===== src/rtl/pipe_pkg.sv =====
// Shared pipeline definitions: memory-op encoding, EX/MEM entry layout and default widths.
package pipe_pkg;

  localparam int DEF_DATA_W = 32;
  localparam int DEF_REG_W  = 5;

  typedef enum logic [1:0] {
    MEM_NONE  = 2'd0,
    MEM_LOAD  = 2'd1,
    MEM_STORE = 2'd2,
    MEM_RSVD  = 2'd3
  } mem_op_e;

  typedef struct packed {
    logic [DEF_REG_W-1:0]  dest;
    logic                  we;
    logic [DEF_DATA_W-1:0] wdata;
    mem_op_e               mem_op;
    logic [DEF_DATA_W-1:0] mem_addr;
  } ex_mem_t;

  // Flattened entry width for non-default parameterisations of the stage.
  function automatic int entry_w(int data_w, int reg_w);
    return reg_w + 1 + data_w + 2 + data_w;
  endfunction

endpackage


===== src/rtl/ex_mem_slot.sv =====
// One pipeline entry register: clear/reset zero the payload, drop only invalidates it.
module ex_mem_slot #(
  parameter int W = 8
) (
  input  logic         clk,
  input  logic         rst,
  input  logic         clear,
  input  logic         load,
  input  logic         drop,
  input  logic [W-1:0] d,
  output logic         valid,
  output logic [W-1:0] q
);

  always_ff @(posedge clk) begin
    if (rst || clear) begin
      valid <= 1'b0;
      q     <= '0;
    end else if (load) begin
      valid <= 1'b1;
      q     <= d;
    end else if (drop) begin
      valid <= 1'b0;
    end
  end

endmodule


===== src/rtl/ex_mem_stage.sv =====
// EX->MEM pipeline register with valid/ready handshake, flush and forwarding tap.
// Define EX_MEM_SKID_EN for a 2-entry skid buffer with a registered in_ready.
module ex_mem_stage
  import pipe_pkg::*;
#(
  parameter int DATA_W = DEF_DATA_W,
  parameter int REG_W  = DEF_REG_W
) (
  input  logic              clk,
  input  logic              rst,
  input  logic              flush,
  input  logic              in_valid,
  output logic              in_ready,
  input  logic [REG_W-1:0]  dest_addr,
  input  logic              write_or_not,
  input  logic [DATA_W-1:0] wdata,
  input  logic [1:0]        mem_op,
  input  logic [DATA_W-1:0] mem_addr,
  output logic              out_valid,
  input  logic              out_ready,
  output logic [REG_W-1:0]  dest_addr_output,
  output logic              write_or_not_output,
  output logic [DATA_W-1:0] wdata_output,
  output logic [1:0]        mem_op_output,
  output logic [DATA_W-1:0] mem_addr_output,
  output logic              fwd_en
);

  localparam int EW = entry_w(DATA_W, REG_W);

  logic [EW-1:0] in_entry;
  logic [EW-1:0] main_d;
  logic [EW-1:0] main_q;
  logic          main_valid;
  logic          main_load;
  logic          main_drop;
  logic          transfer;
  logic          consume;

  assign in_entry = {dest_addr, write_or_not, wdata, mem_op, mem_addr};
  assign transfer = in_valid & in_ready;
  assign consume  = main_valid & out_ready;

`ifdef EX_MEM_SKID_EN
  logic [EW-1:0] skid_q;
  logic          skid_valid;
  logic          skid_load;
  logic          skid_drop;

  // Skid occupancy is the only state that can refuse input, so ready never sees out_ready.
  assign in_ready  = !rst & !skid_valid;
  assign skid_drop = consume & skid_valid;

  always_comb begin
    main_load = 1'b0;
    main_d    = in_entry;
    skid_load = 1'b0;
    if (consume && skid_valid) begin
      main_load = 1'b1;
      main_d    = skid_q;
    end else if (transfer && (!main_valid || consume)) begin
      main_load = 1'b1;
    end else if (transfer) begin
      skid_load = 1'b1;
    end
  end

  assign main_drop = consume & !main_load;

  ex_mem_slot #(.W(EW)) u_skid (
    .clk   (clk),
    .rst   (rst),
    .clear (flush),
    .load  (skid_load),
    .drop  (skid_drop),
    .d     (in_entry),
    .valid (skid_valid),
    .q     (skid_q)
  );
`else
  assign in_ready  = !rst & (out_ready | !main_valid);
  assign main_load = transfer;
  assign main_d    = in_entry;
  assign main_drop = consume & !transfer;
`endif

  ex_mem_slot #(.W(EW)) u_main (
    .clk   (clk),
    .rst   (rst),
    .clear (flush),
    .load  (main_load),
    .drop  (main_drop),
    .d     (main_d),
    .valid (main_valid),
    .q     (main_q)
  );

  assign {dest_addr_output, write_or_not_output, wdata_output, mem_op_output, mem_addr_output} = main_q;
  assign out_valid = main_valid;
  // Register 0 is hardwired zero in the register file, so it must never forward.
  assign fwd_en    = main_valid & write_or_not_output & (dest_addr_output != '0);

endmodule


===== config.mk =====
export PLATFORM = sky130hd
export DESIGN_NAME = ex_mem_stage
export DESIGN_NICKNAME = d
export VERILOG_FILES = /design/src/rtl/pipe_pkg.sv /design/src/rtl/ex_mem_slot.sv /design/src/rtl/ex_mem_stage.sv
export SDC_FILE = /design/constraint.sdc
export NUM_CORES = 1
export LEC_CHECK = 0
export ABC_CLOCK_PERIOD_IN_PS = 3250
export CAP_MARGIN = 10
export CORE_MARGIN = 5
export CORE_UTILIZATION = 44
export DETAILED_ROUTE_END_ITERATION = 12
export HOLD_SLACK_MARGIN = 0.12
export PLACE_DENSITY = 0.86
export SLEW_MARGIN = 10
export SYNTH_ARGS = -nofsm -noshare
export SYNTH_HDL_FRONTEND = slang
export SYNTH_SLANG_ARGS = --single-unit
export TNS_END_PERCENT = 30

===== constraint.sdc =====
create_clock -name clk -period 3.25 [get_ports clk]
set_input_delay 0.4875 -clock clk [delete_from_list [all_inputs] [get_ports clk]]
set_output_delay 0.4875 -clock clk [all_outputs]
set_load 0.01 [all_outputs]

==> impl_results.md, run 1 <==
* Highest metal layer used by the detailed router: met4
* Number of failing hold endpoints at the final stage at 0
* DRT met1 WL at 3.58 mm
* Arrival time of the worst setup path at 1.80 ns
* Crit path required time at ~2.8 ns
* Largest net degree at the start of global routing at 85
* Commonest cells after routing, fill and taps aside: clkdlybuf4s50_1, dfxtp_1, nand2_1, nand4_1, o21ai_2
* Final setup violating endpoints at 0
* Die Height at 94.8 um
* CTS H-tree depth at 3
* Total of flip-flops plus latches after synthesis at 73
* Total clock sinks at 73
* Relative slew slack at 48.8%
* Cell family contributing the most delay on the critical path: buffers and inverters
* Ordered cell list for the critical path: or3_1, o311a_1, clkdlybuf4s50_1
* WP buf/inv at 1
* Drc violations at 0
* Synthesized netlist net count at 414
* Post-Route Setup TNS at 0 ns
* Starting density of the core at 44.4%
* Yosys cell types at 17
* CP endpoint kind: primary output
* Number of cells upsized or downsized after cts at 0
* Clock buffer count from CTS at 9
* Area enclosed by the die boundary at 8990 um^2
* Average routed wire per standard cell at 15.6 um
* Chip Width at 94.8 um
* Number of cells in the design after placement at 556
* Antenna violations before repair at 0
* Fmax at 436 MHz
* Final global-route overflow total at 0
* Placeable core region at 7140 um^2
* Nets@finish at 545
* Diodes inserted at 0
* Portion of the post-synthesis area used by sequential elements at a little under half
* Global-route wire length before repair at 13.7 mm
* Share of the cycle needed by the critical path after routing at 70.5%
* Via/cell ratio at around 5.3
* Skew-Pair Late Insertion Delay at 0.33 ns
* Clock skew at approximately 0.0071 ns
* Number of hold-repair buffers added at the cts stage at 0
* RSZ-0062 raised after global routing: no
* Number of warnings issued by yosys at 0
* Pleak at 1.63 nW
* Average cell area after synthesis at ~9.4 um^2
* # Post-CTS Setup Buffers at 0
* Final number of max-transition violations at 0
* Pre-antenna DRT Iters at 4
* Class of the most critical setup path: reg -> out
* Number of maximum-capacitance constraint violations at 0
* Initial DRC count at roughly 120
* Final Wtd Congestion at 0.753
* Number of standard cells in the layout, taps in and fillers out at roughly 570
* DR WL met2 at ~4.4 mm
* Count of nets left with antenna violations after detail routing at 0
* Clock tree from TritonCTS: built
* Areal power density over the cells at 375 nW/um^2
* I/O Buffers at approximately 150
* Most common library cell in the layout ignoring fill and taps: clkdlybuf4s50_1
* Worst Tran Pin Value at 0.768 ns
* Power consumption at 1.78 mW
* Delay contributed by the slowest stage of the critical path at 0.49 ns
* Hold/Removal Path Class: reg -> reg
* Cells after Synth at 337
* I/O pin count at 152
* Number of global-route vias before repair at 2,904
* Worst hold margin at 0.456 ns
* Clock slew at reported path FFs at 0.07 ns
* Clock tree root buffer cell: clkbuf_8
* Slowest CP cell: clkdlybuf4s50_1
* Number of placement rows at 31
* GRT Total Usage at 19.3%
* Sort of element at the start of the critical path: flip-flop
* Min cycle time layout at 2.29 ns
* Highest net fanout along the worst path at 3
* Cell Area, Synth at around 3200 um^2
* Worst vdd rail ir drop at 0.000283 V
* Buffer levels on the longest clock path at 2
* Wire length reported by the detailed router at approximately 8.9 mm
* Outcome: finished, final reports clean
* Routed met3 length at 695 um
* Fraction of layout cells with a size suffix above 1 at 19.8%
* HPWL after detailed placement at a little over 6 mm
* Routed vias at 3,001
* Area added between synthesis and finish at 49.7%
==> sequential cells by signal, indices dropped and copies added, names as in the netlist <==
name          count
u_main.valid      1
u_main.q         72
==> per-layer routing <==
layer | vias to the layer above | GRT usage (%)
li1 | 1485 | -
met1 | 1398 | 22.4
met2 | 100 | 31.9
met3 | 18 | 6.69
met4 | 0 | 8.65
met5 | - | 0
==> power breakdown <==
group | total (mW) | switching [mW] | leakage (nW) | internal [mW]
clock network | 0.590 | 0.305 | 0.0782 | 0.285
registers | 0.926 | 0.0111 | 0.592 | 0.915
logic | 0.262 | 0.121 | 0.965 | 0.141
==> worst paths after layout <==
| path | startpoint | endpoint | slack [ns] | cells after the start |
|---|---|---|---|---|
| min | u_main.q[59] | u_main.q[59] | 0.46 | 2 |
| min reg2reg | u_main.q[59] | u_main.q[59] | 0.46 | 2 |
| max | u_main.q[71] | fwd_en | 0.96 | 3 |
| max reg2reg | u_main.valid | u_main.q[28] | 1.80 | 4 |
==> synthesized netlist by cell type <==
| cell type | n | area, um^2 |
|---|---|---|
| clkbuf_1 | 21 | 78.8 |
| buf_2 | 9 | 45.0 |
| or3_1 | 1 | 6.26 |
| nor2_4 | 1 | 11.3 |
| nand4_1 | 72 | 450 |
| dfxtp_1 | 73 | 1460 |
| nor2_1 | 1 | 3.75 |
| nor2b_1 | 2 | 12.5 |
| o21ai_1 | 2 | 10.0 |
| o21a_1 | 1 | 7.51 |
| o311a_1 | 1 | 10.0 |
| buf_6 | 1 | 11.3 |
| and2_4 | 1 | 8.76 |
| buf_12 | 8 | 160 |
| nand2b_1 | 1 | 6.26 |
| o21ai_2 | 70 | 613 |
| nand2_1 | 72 | 270 |
==> tightest hold or removal path, stage by stage (launching register included) <==
cell     delay, ns
dfxtp_1       0.31
nand2_1       0.05
o21ai_1       0.05
==> through the flow <==
step / setup WS, ns / utilization [%] / instance area (um^2)
floorplan: 1.75 / - / 3170
global placement: 1.06 / 64.3 / 4590
detailed placement: 1.00 / 64.3 / 4590
CTS: 0.937 / 66.4 / 4740
global route: 0.878 / 66.4 / 4740
finish: 0.959 / 66.4 / 4740
==> layout make-up <==
type | instances | area, um^2
clock buffers | 12 | 145
flip-flops and latches | 73 | 1460
repair buffers | 159 | 1580
multi-input cells | 225 | 1420
clock inverters | 1 | 5.00
well taps | 99 | 124
fillers | 619 | 2400
==> logic make-up after synthesis <==
logic type | synth area share [%]
AND/OR/NAND/NOR | 24.3
AO/OA/AOI/OAI | 20.2
flip-flops | 46.1
buffers and inverters | 9.32
(Power assumes the default switching activity.)
==> inputs of run 2 (changes only) <==
ABC_CLOCK_PERIOD_IN_PS = 1900   (was 3250)
CORE_UTILIZATION = 37   (was 44)
PLACE_DENSITY = 0.77   (was 0.86)
clock period = 1.9 ns   (was 3.25 ns; I/O delays follow)
==> run 2 against run 1 <==
Effect of this change:
- clock power grew 120%
- die area grew 17%
- worst setup slack lost 0.81 ns
- routed wire length grew 1.7%
- combinational power grew 79%
- utilization shrank 7.3 points
- sequential share of layout area shrank 0.92 points
- critical endpoint is now in_ready
==> impl_results.md, run 2 (synthesis results as in run 1) <==
* Commonest cells after routing, fill and taps aside: clkdlybuf4s50_1, dfxtp_1, nand2_1, nand4_1, o21ai_2
* Highest metal layer used by the detailed router: met4
* Relative slew slack at 79.0% (+30 points)
* GRT Total Usage at 16.8% (-2.5 points)
* Number of standard cells in the layout, taps in and fillers out at 580 (+1.9%)
* Wire length reported by the detailed router at 9.05 mm (+1.7%)
* Number of maximum-capacitance constraint violations at 0 (unchanged)
* Slowest CP cell: clkdlybuf4s50_1
* Highest net fanout along the worst path at 2 (-1)
* Routed met3 length at 738 um (+6.2%)
* Sort of element at the start of the critical path: primary input
* Pre-antenna DRT Iters at 4 (unchanged)
* Clock skew at 0.00684 ns (-0.000254 ns)
* Area added between synthesis and finish at 54.2%
* Core Util, Final at 59.2% (-7.3 points)
* Number of placement rows at 33 (+6.5%)
* Min cycle time layout at 1.75 ns
* Setup slack at placement at 0.127 ns (-0.873 ns)
* Routed vias at 2,984 (-0.57%)
* Clock slew at reported path FFs at 0.08 ns (about the same)
* Final setup violating endpoints at 0 (unchanged)
* Count of nets left with antenna violations after detail routing at 0 (unchanged)
* HPWL after detailed placement at 6.16 mm (+0.96%)
* Worst vdd rail ir drop at 0.000348 V (+23%)
* Startpoint of the most critical setup path: out_ready
* Buffer levels on the longest clock path at 2 (unchanged)
* Number of failing hold endpoints at the final stage at 0 (unchanged)
* Fraction of layout cells with a size suffix above 1 at 21.3% (+1.5 points)
* Skew-Pair Late Insertion Delay at 0.33 ns (about the same)
* RSZ-0062 raised after global routing: no
* Diodes inserted at 0 (unchanged)
* Chip Width at 103 um (+8.1%)
* I/O Buffers at 151 (unchanged)
* Area enclosed by the die boundary at 10,500 um^2 (+17%)
* Ordered cell list for the critical path: clkdlybuf4s50_1, nor2b_1, nor2_1, clkdlybuf4s50_1
* Crit path required time at 1.62 ns (-1.14 ns)
* Delay contributed by the slowest stage of the critical path at 0.54 ns (+0.05 ns)
* Clock tree from TritonCTS: built
* Drc violations at 0 (unchanged)
* DR WL met2 at 4.27 mm (-3.9%)
* Worst setup slack after layout at 0.152 ns (-0.807 ns)
* Worst Tran Pin Value at 0.316 ns (-0.453 ns)
* Pleak at 1.69 nW (+3.5%)
* Hold Path Origin: u_main.q[59]
* Share of the cycle needed by the critical path after routing at 92.0%
* Nets@finish at 547 (+0.37%)
* Worst hold margin at 0.459 ns (+0.00278 ns)
* Starting density of the core at 38.3% (-6.0 points)
* Largest register FFs at 72 (unchanged)
* Outcome: finished, final reports clean
* CTS H-tree depth at 3 (unchanged)
* Average routed wire per standard cell at 15.6 um (-0.25%)
* Clock buffer count from CTS at 9 (unchanged)
* Largest registers in the final layout: u_main.q: 72 flops, u_main.valid: 1 flops
* Top cell by count, worst path: clkdlybuf4s50_1
* DRT met1 WL at 3.94 mm (+10%)
* Arrival time of the worst setup path at 1.46 ns (-0.34 ns)
* Clock tree root buffer cell: clkbuf_8
* Post-Route Setup TNS at 0 ns (unchanged)
* Initial DRC count at 137 (+10%)
* WP buf/inv at 2 (+1)
* Class of the most critical setup path: in -> out
* CP endpoint kind: primary output
* Most common library cell in the layout ignoring fill and taps: clkdlybuf4s50_1
* Final Wtd Congestion at 0.733 (-2.7%)
* Final number of max-transition violations at 0 (unchanged)
* Global-route wire length before repair at 14.2 mm (+3.5%)
* I/O pin count at 152 (unchanged)
* Hold/Removal Path Class: reg -> reg
* Die Height at 103 um (+8.1%)
* Number of global-route vias before repair at 2,926 (+0.76%)
* Fmax at between 500 and 600 MHz
* Register with the most flip-flops: u_main.q
* R2R Path Start: u_main.valid
* Final global-route overflow total at 0 (unchanged)
* Largest net degree at the start of global routing at 73 (-14%)
* Number of cells in the design after placement at 564 (+1.4%)
* Antenna violations before repair at 0 (unchanged)
* Total clock sinks at 73 (unchanged)
* Via/cell ratio at 5.14 (-2.5%)
* Areal power density over the cells at 682 nW/um^2 (+82%)
* Placeable core region at 8260 um^2 (+16%)
* Cell family contributing the most delay on the critical path: buffers and inverters
* Slack of the worst reg-to-reg path at 0.73 ns (-1.07 ns)
run 2: final cells by class:
cell class | count | area [um^2]
clock buffer | 12 | 165
fill | 718 | 3370
timing repair buffer | 161 | 1660
sequential | 73 | 1460
multi-input combinational | 225 | 1420
tap | 105 | 131
clock inverter | 4 | 50.0
run 2: final timing paths:
path / to / cells after the start
worst max-delay path: in_ready / 4
worst min-delay path: u_main.q[59] / 2
worst max register to register: u_main.q[58] / 4
worst min register to register: u_main.q[59] / 2
run 2: layer usage:
metal | vias up | global-route usage [%]
met3 | 11 | 4.94
met1 | 1373 | 22.4
met2 | 114 | 26.5
met5 | - | 0
li1 | 1486 | -
met4 | 0 | 5.15
run 2: worst min-delay path: cells and delay by family, from the launching register on:
family / cells / cell delay [ns]
AND/OR/NAND/NOR: 1 / 0.05
AO/OA/AOI/OAI: 1 / 0.05
flip-flops: 1 / 0.32
run 2: where the power goes:
| group | total [mW] | internal [mW] | switching (mW) |
|---|---|---|---|
| combinational | 0.468 | 0.257 | 0.211 |
| clock | 1.28 | 0.712 | 0.568 |
| sequential | 1.58 | 1.56 | 0.0195 |
| total | 3.33 | 2.53 | 0.799 |
run 2: metrics by stage:
stage / area (um^2) / total power [mW]
6_report: 4880 / 3.33
5_1_grt: 4880 / 3.48
4_1_cts: 4890 / 3.38
3_5_place_dp: 4670 / 2.09
3_3_place_gp: 4670 / 2.08
2_1_floorplan: 3170 / 1.83
run 2: repair_timing:
item / 4_1_cts / 5_1_grt
buffers inserted: 0 / 0
resized for setup: 1 / 2
gates cloned: 0 / 0
setup endpoints to repair: 1 / 1
hold buffers: 0 / 0
==> inputs of run 3 (changes only) <==
GPL_TIMING_DRIVEN = 0   (was default)
==> run 3 against run 2 <==
Effect of this change:
- sequential share of layout area fell by 0.97 points
- count of clock-buffer cells in the layout shrank 1
- maximum frequency shrank 0.82%
- critical path type unchanged
- largest cell class unchanged
- routed wire length grew 6.9%
==> impl_results.md, run 3 (synthesis results as in run 1) <==
* Outcome: finished, final reports clean
* Startpoint of the most critical setup path: rst
* Logic depth of the worst setup path including buffers at 3 (-1)
* Final setup violating endpoints at 0 (unchanged)
* Number of failing hold endpoints at the final stage at 0 (unchanged)
* Slack of the worst reg-to-reg path at 0.47 ns (-0.26 ns)
* Share of the cycle needed by the critical path after routing at 92.8% (+0.76 points)
* Delay contributed by the slowest stage of the critical path at 0.56 ns (+0.02 ns)
* Top cell by count, worst path: clkdlybuf4s50_1
* Number of cells on the worst reg-to-reg path at 5 (+1)
* Slowest CP cell: clkdlybuf4s50_1
* Most common library cell in the layout ignoring fill and taps: clkdlybuf4s50_1
* Diodes inserted at 0 (unchanged)
* I/O pin count at 152 (unchanged)
* Final Wtd Congestion at 0.745 (+1.7%)
* Areal power density over the cells at 706 nW/um^2 (+3.4%)
* Worst setup path endpoint: in_ready
* Commonest cells after routing, fill and taps aside: clkdlybuf4s50_1, dfxtp_1, nand2_1, nand4_1, o21ai_2
* Clock skew at 0.00881 ns (+0.00198 ns)
* Starting density of the core at 38.3% (unchanged)
* Number of standard cells in the layout, taps in and fillers out at 609 (+5.0%)
* Hold/Removal Path Class: reg -> reg
* Global-route wire length before repair at 15.2 mm (+7.3%)
* Area enclosed by the die boundary at 10,500 um^2 (unchanged)
* Initial DRC count at 93 (-32%)
* Fmax at 567 MHz (-0.82%)
* Number of cells in the design after placement at 593 (+5.1%)
* Largest net degree at the start of global routing at 13 (-82%)
* Post-Route Setup TNS at 0 ns (unchanged)
* Antenna violations before repair at 0 (unchanged)
* Cell family contributing the most delay on the critical path: buffers and inverters
* Via/cell ratio at 5.07 (-1.4%)
* Wire length reported by the detailed router at 9.68 mm (+6.9%)
* Buffer levels on the longest clock path at 2 (unchanged)
* R2R Path Start: u_main.valid
* RSZ-0062 raised after global routing: no
* Number of placement rows at 33 (unchanged)
* Worst Tran Pin Value at 0.475 ns (+0.160 ns)
* Arrival time of the worst setup path at 1.48 ns (+0.02 ns)
* Clock tree root buffer cell: clkbuf_8
* Skew-Pair Late Insertion Delay at 0.33 ns (about the same)
* Average routed wire per standard cell at 15.9 um (+1.8%)
* Number of hold-repair buffers added at the cts stage at 0 (unchanged)
* Register with the most flip-flops: u_main.q
* Largest register FFs at 72 (unchanged)
* CP endpoint kind: primary output
* Sort of element at the start of the critical path: primary input
* Ordered cell list for the critical path: clkdlybuf4s50_1, nor2_1, clkdlybuf4s50_1
* Relative slew slack at 68.3% (-11 points)
* Nets@finish at 576 (+5.3%)
* Cell count of the worst hold path at 2 (unchanged)
* Class of the most critical setup path: in -> out
* Number of global-route vias before repair at 3,178 (+8.6%)
* Worst R2R End: u_main.q[44]
* Placed Area at 4810 um^2 (+2.9%)
* Crit path required time at 1.62 ns (about the same)
* Pleak at 1.77 nW (+4.6%)
* Chip Width at 103 um (unchanged)
* Min cycle time layout at 1.76 ns (+0.0145 ns)
* Worst vdd rail ir drop at 0.000374 V (+7.5%)
* Fraction of layout cells with a size suffix above 1 at 21.0% (-0.23 points)
* Count of nets left with antenna violations after detail routing at 0 (unchanged)
* Routed vias at 3,089 (+3.5%)
* Pre-antenna DRT Iters at 4 (unchanged)
* Clock tree from TritonCTS: built
* HPWL after detailed placement at 7.18 mm (+17%)
* CTS H-tree depth at 3 (unchanged)
* Final number of max-transition violations at 0 (unchanged)
* WP buf/inv at 2 (unchanged)
* Highest net fanout along the worst path at 3 (+1)
* Largest registers in the final layout: u_main.q: 72 flops, u_main.valid: 1 flops
* Final global-route overflow total at 0 (unchanged)
* Drc violations at 0 (unchanged)
* Placeable core region at 8260 um^2 (unchanged)
* Clock slew at reported path FFs at 0.07 ns (about the same)
* Power consumption at 3.56 mW (+6.9%)
* Area added between synthesis and finish at 59.4%
* I/O Buffers at 151 (unchanged)
* Worst hold margin at 0.450 ns (-0.00920 ns)
* Total clock sinks at 73 (unchanged)
* Die Height at 103 um (unchanged)
* Number of maximum-capacitance constraint violations at 0 (unchanged)
* Final std cell area, no fill at 5050 um^2 (+3.4%)
* Clock buffer count from CTS at 9 (unchanged)
* GRT Total Usage at 18.2% (+1.4 points)
## run 3: worst reg2reg max path, delay by kind of cell (launching register included)
kind	cells	cell delay, ns
compound gates	1	0.09
buf+inv	2	0.67
flops	1	0.34
simple gates	2	0.26
## run 3: per-stage QoR
stage | setup WS (ns) | utilization (%)
2_1_floorplan | 0.603 | -
3_3_place_gp | -0.0821 | 58.2
3_5_place_dp | -0.116 | 58.2
4_1_cts | 0.0267 | 61.2
5_1_grt | 0.0480 | 61.1
6_report | 0.138 | 61.1
## run 3: worst min path at each step
stage | slack (ns) | start | endpoint
finish | 0.45 | u_main.q[58] | u_main.q[58]
global route | 0.47 | u_main.q[53] | u_main.q[53]
CTS | 0.45 | u_main.q[58] | u_main.q[58]
detailed placement | 0.44 | u_main.q[58] | u_main.q[58]
global placement | 0.44 | u_main.q[58] | u_main.q[58]
floorplan | 0.41 | in_valid | u_main.valid
## run 3: layout make-up
type | count | area, um^2
multi-input combinational | 225 | 1410
sequential | 73 | 1460
clock buffer | 11 | 141
clock inverter | 5 | 103
fill | 714 | 3210
timing repair buffer | 151 | 1510
buffer | 39 | 295
tap | 105 | 131
## run 3: what timing repair did
action,4_1_cts,5_1_grt
setup buffers,0,0
resized for setup,2,1
setup endpoints to repair,1,1
pin swaps,0,0
hold endpoints to repair,0,0
## run 3: power by group
part           internal, mW  total [mW]  leakage [nW]  switching, mW
logic                 0.277       0.501          1.06          0.224
clock network         0.907        1.48         0.120          0.570
registers              1.56        1.58         0.592         0.0200
## run 3: routing by layer
layer	share of wire [%]	vias to the layer above	wire length [um]	global-route usage (%)
met5	0	-	0	0
met4	1.1	0	104	4.64
met3	8.4	10	817	6.50
met2	47	105	4570	30.0
met1	43	1430	4190	22.8
li1	-	1544	-	-
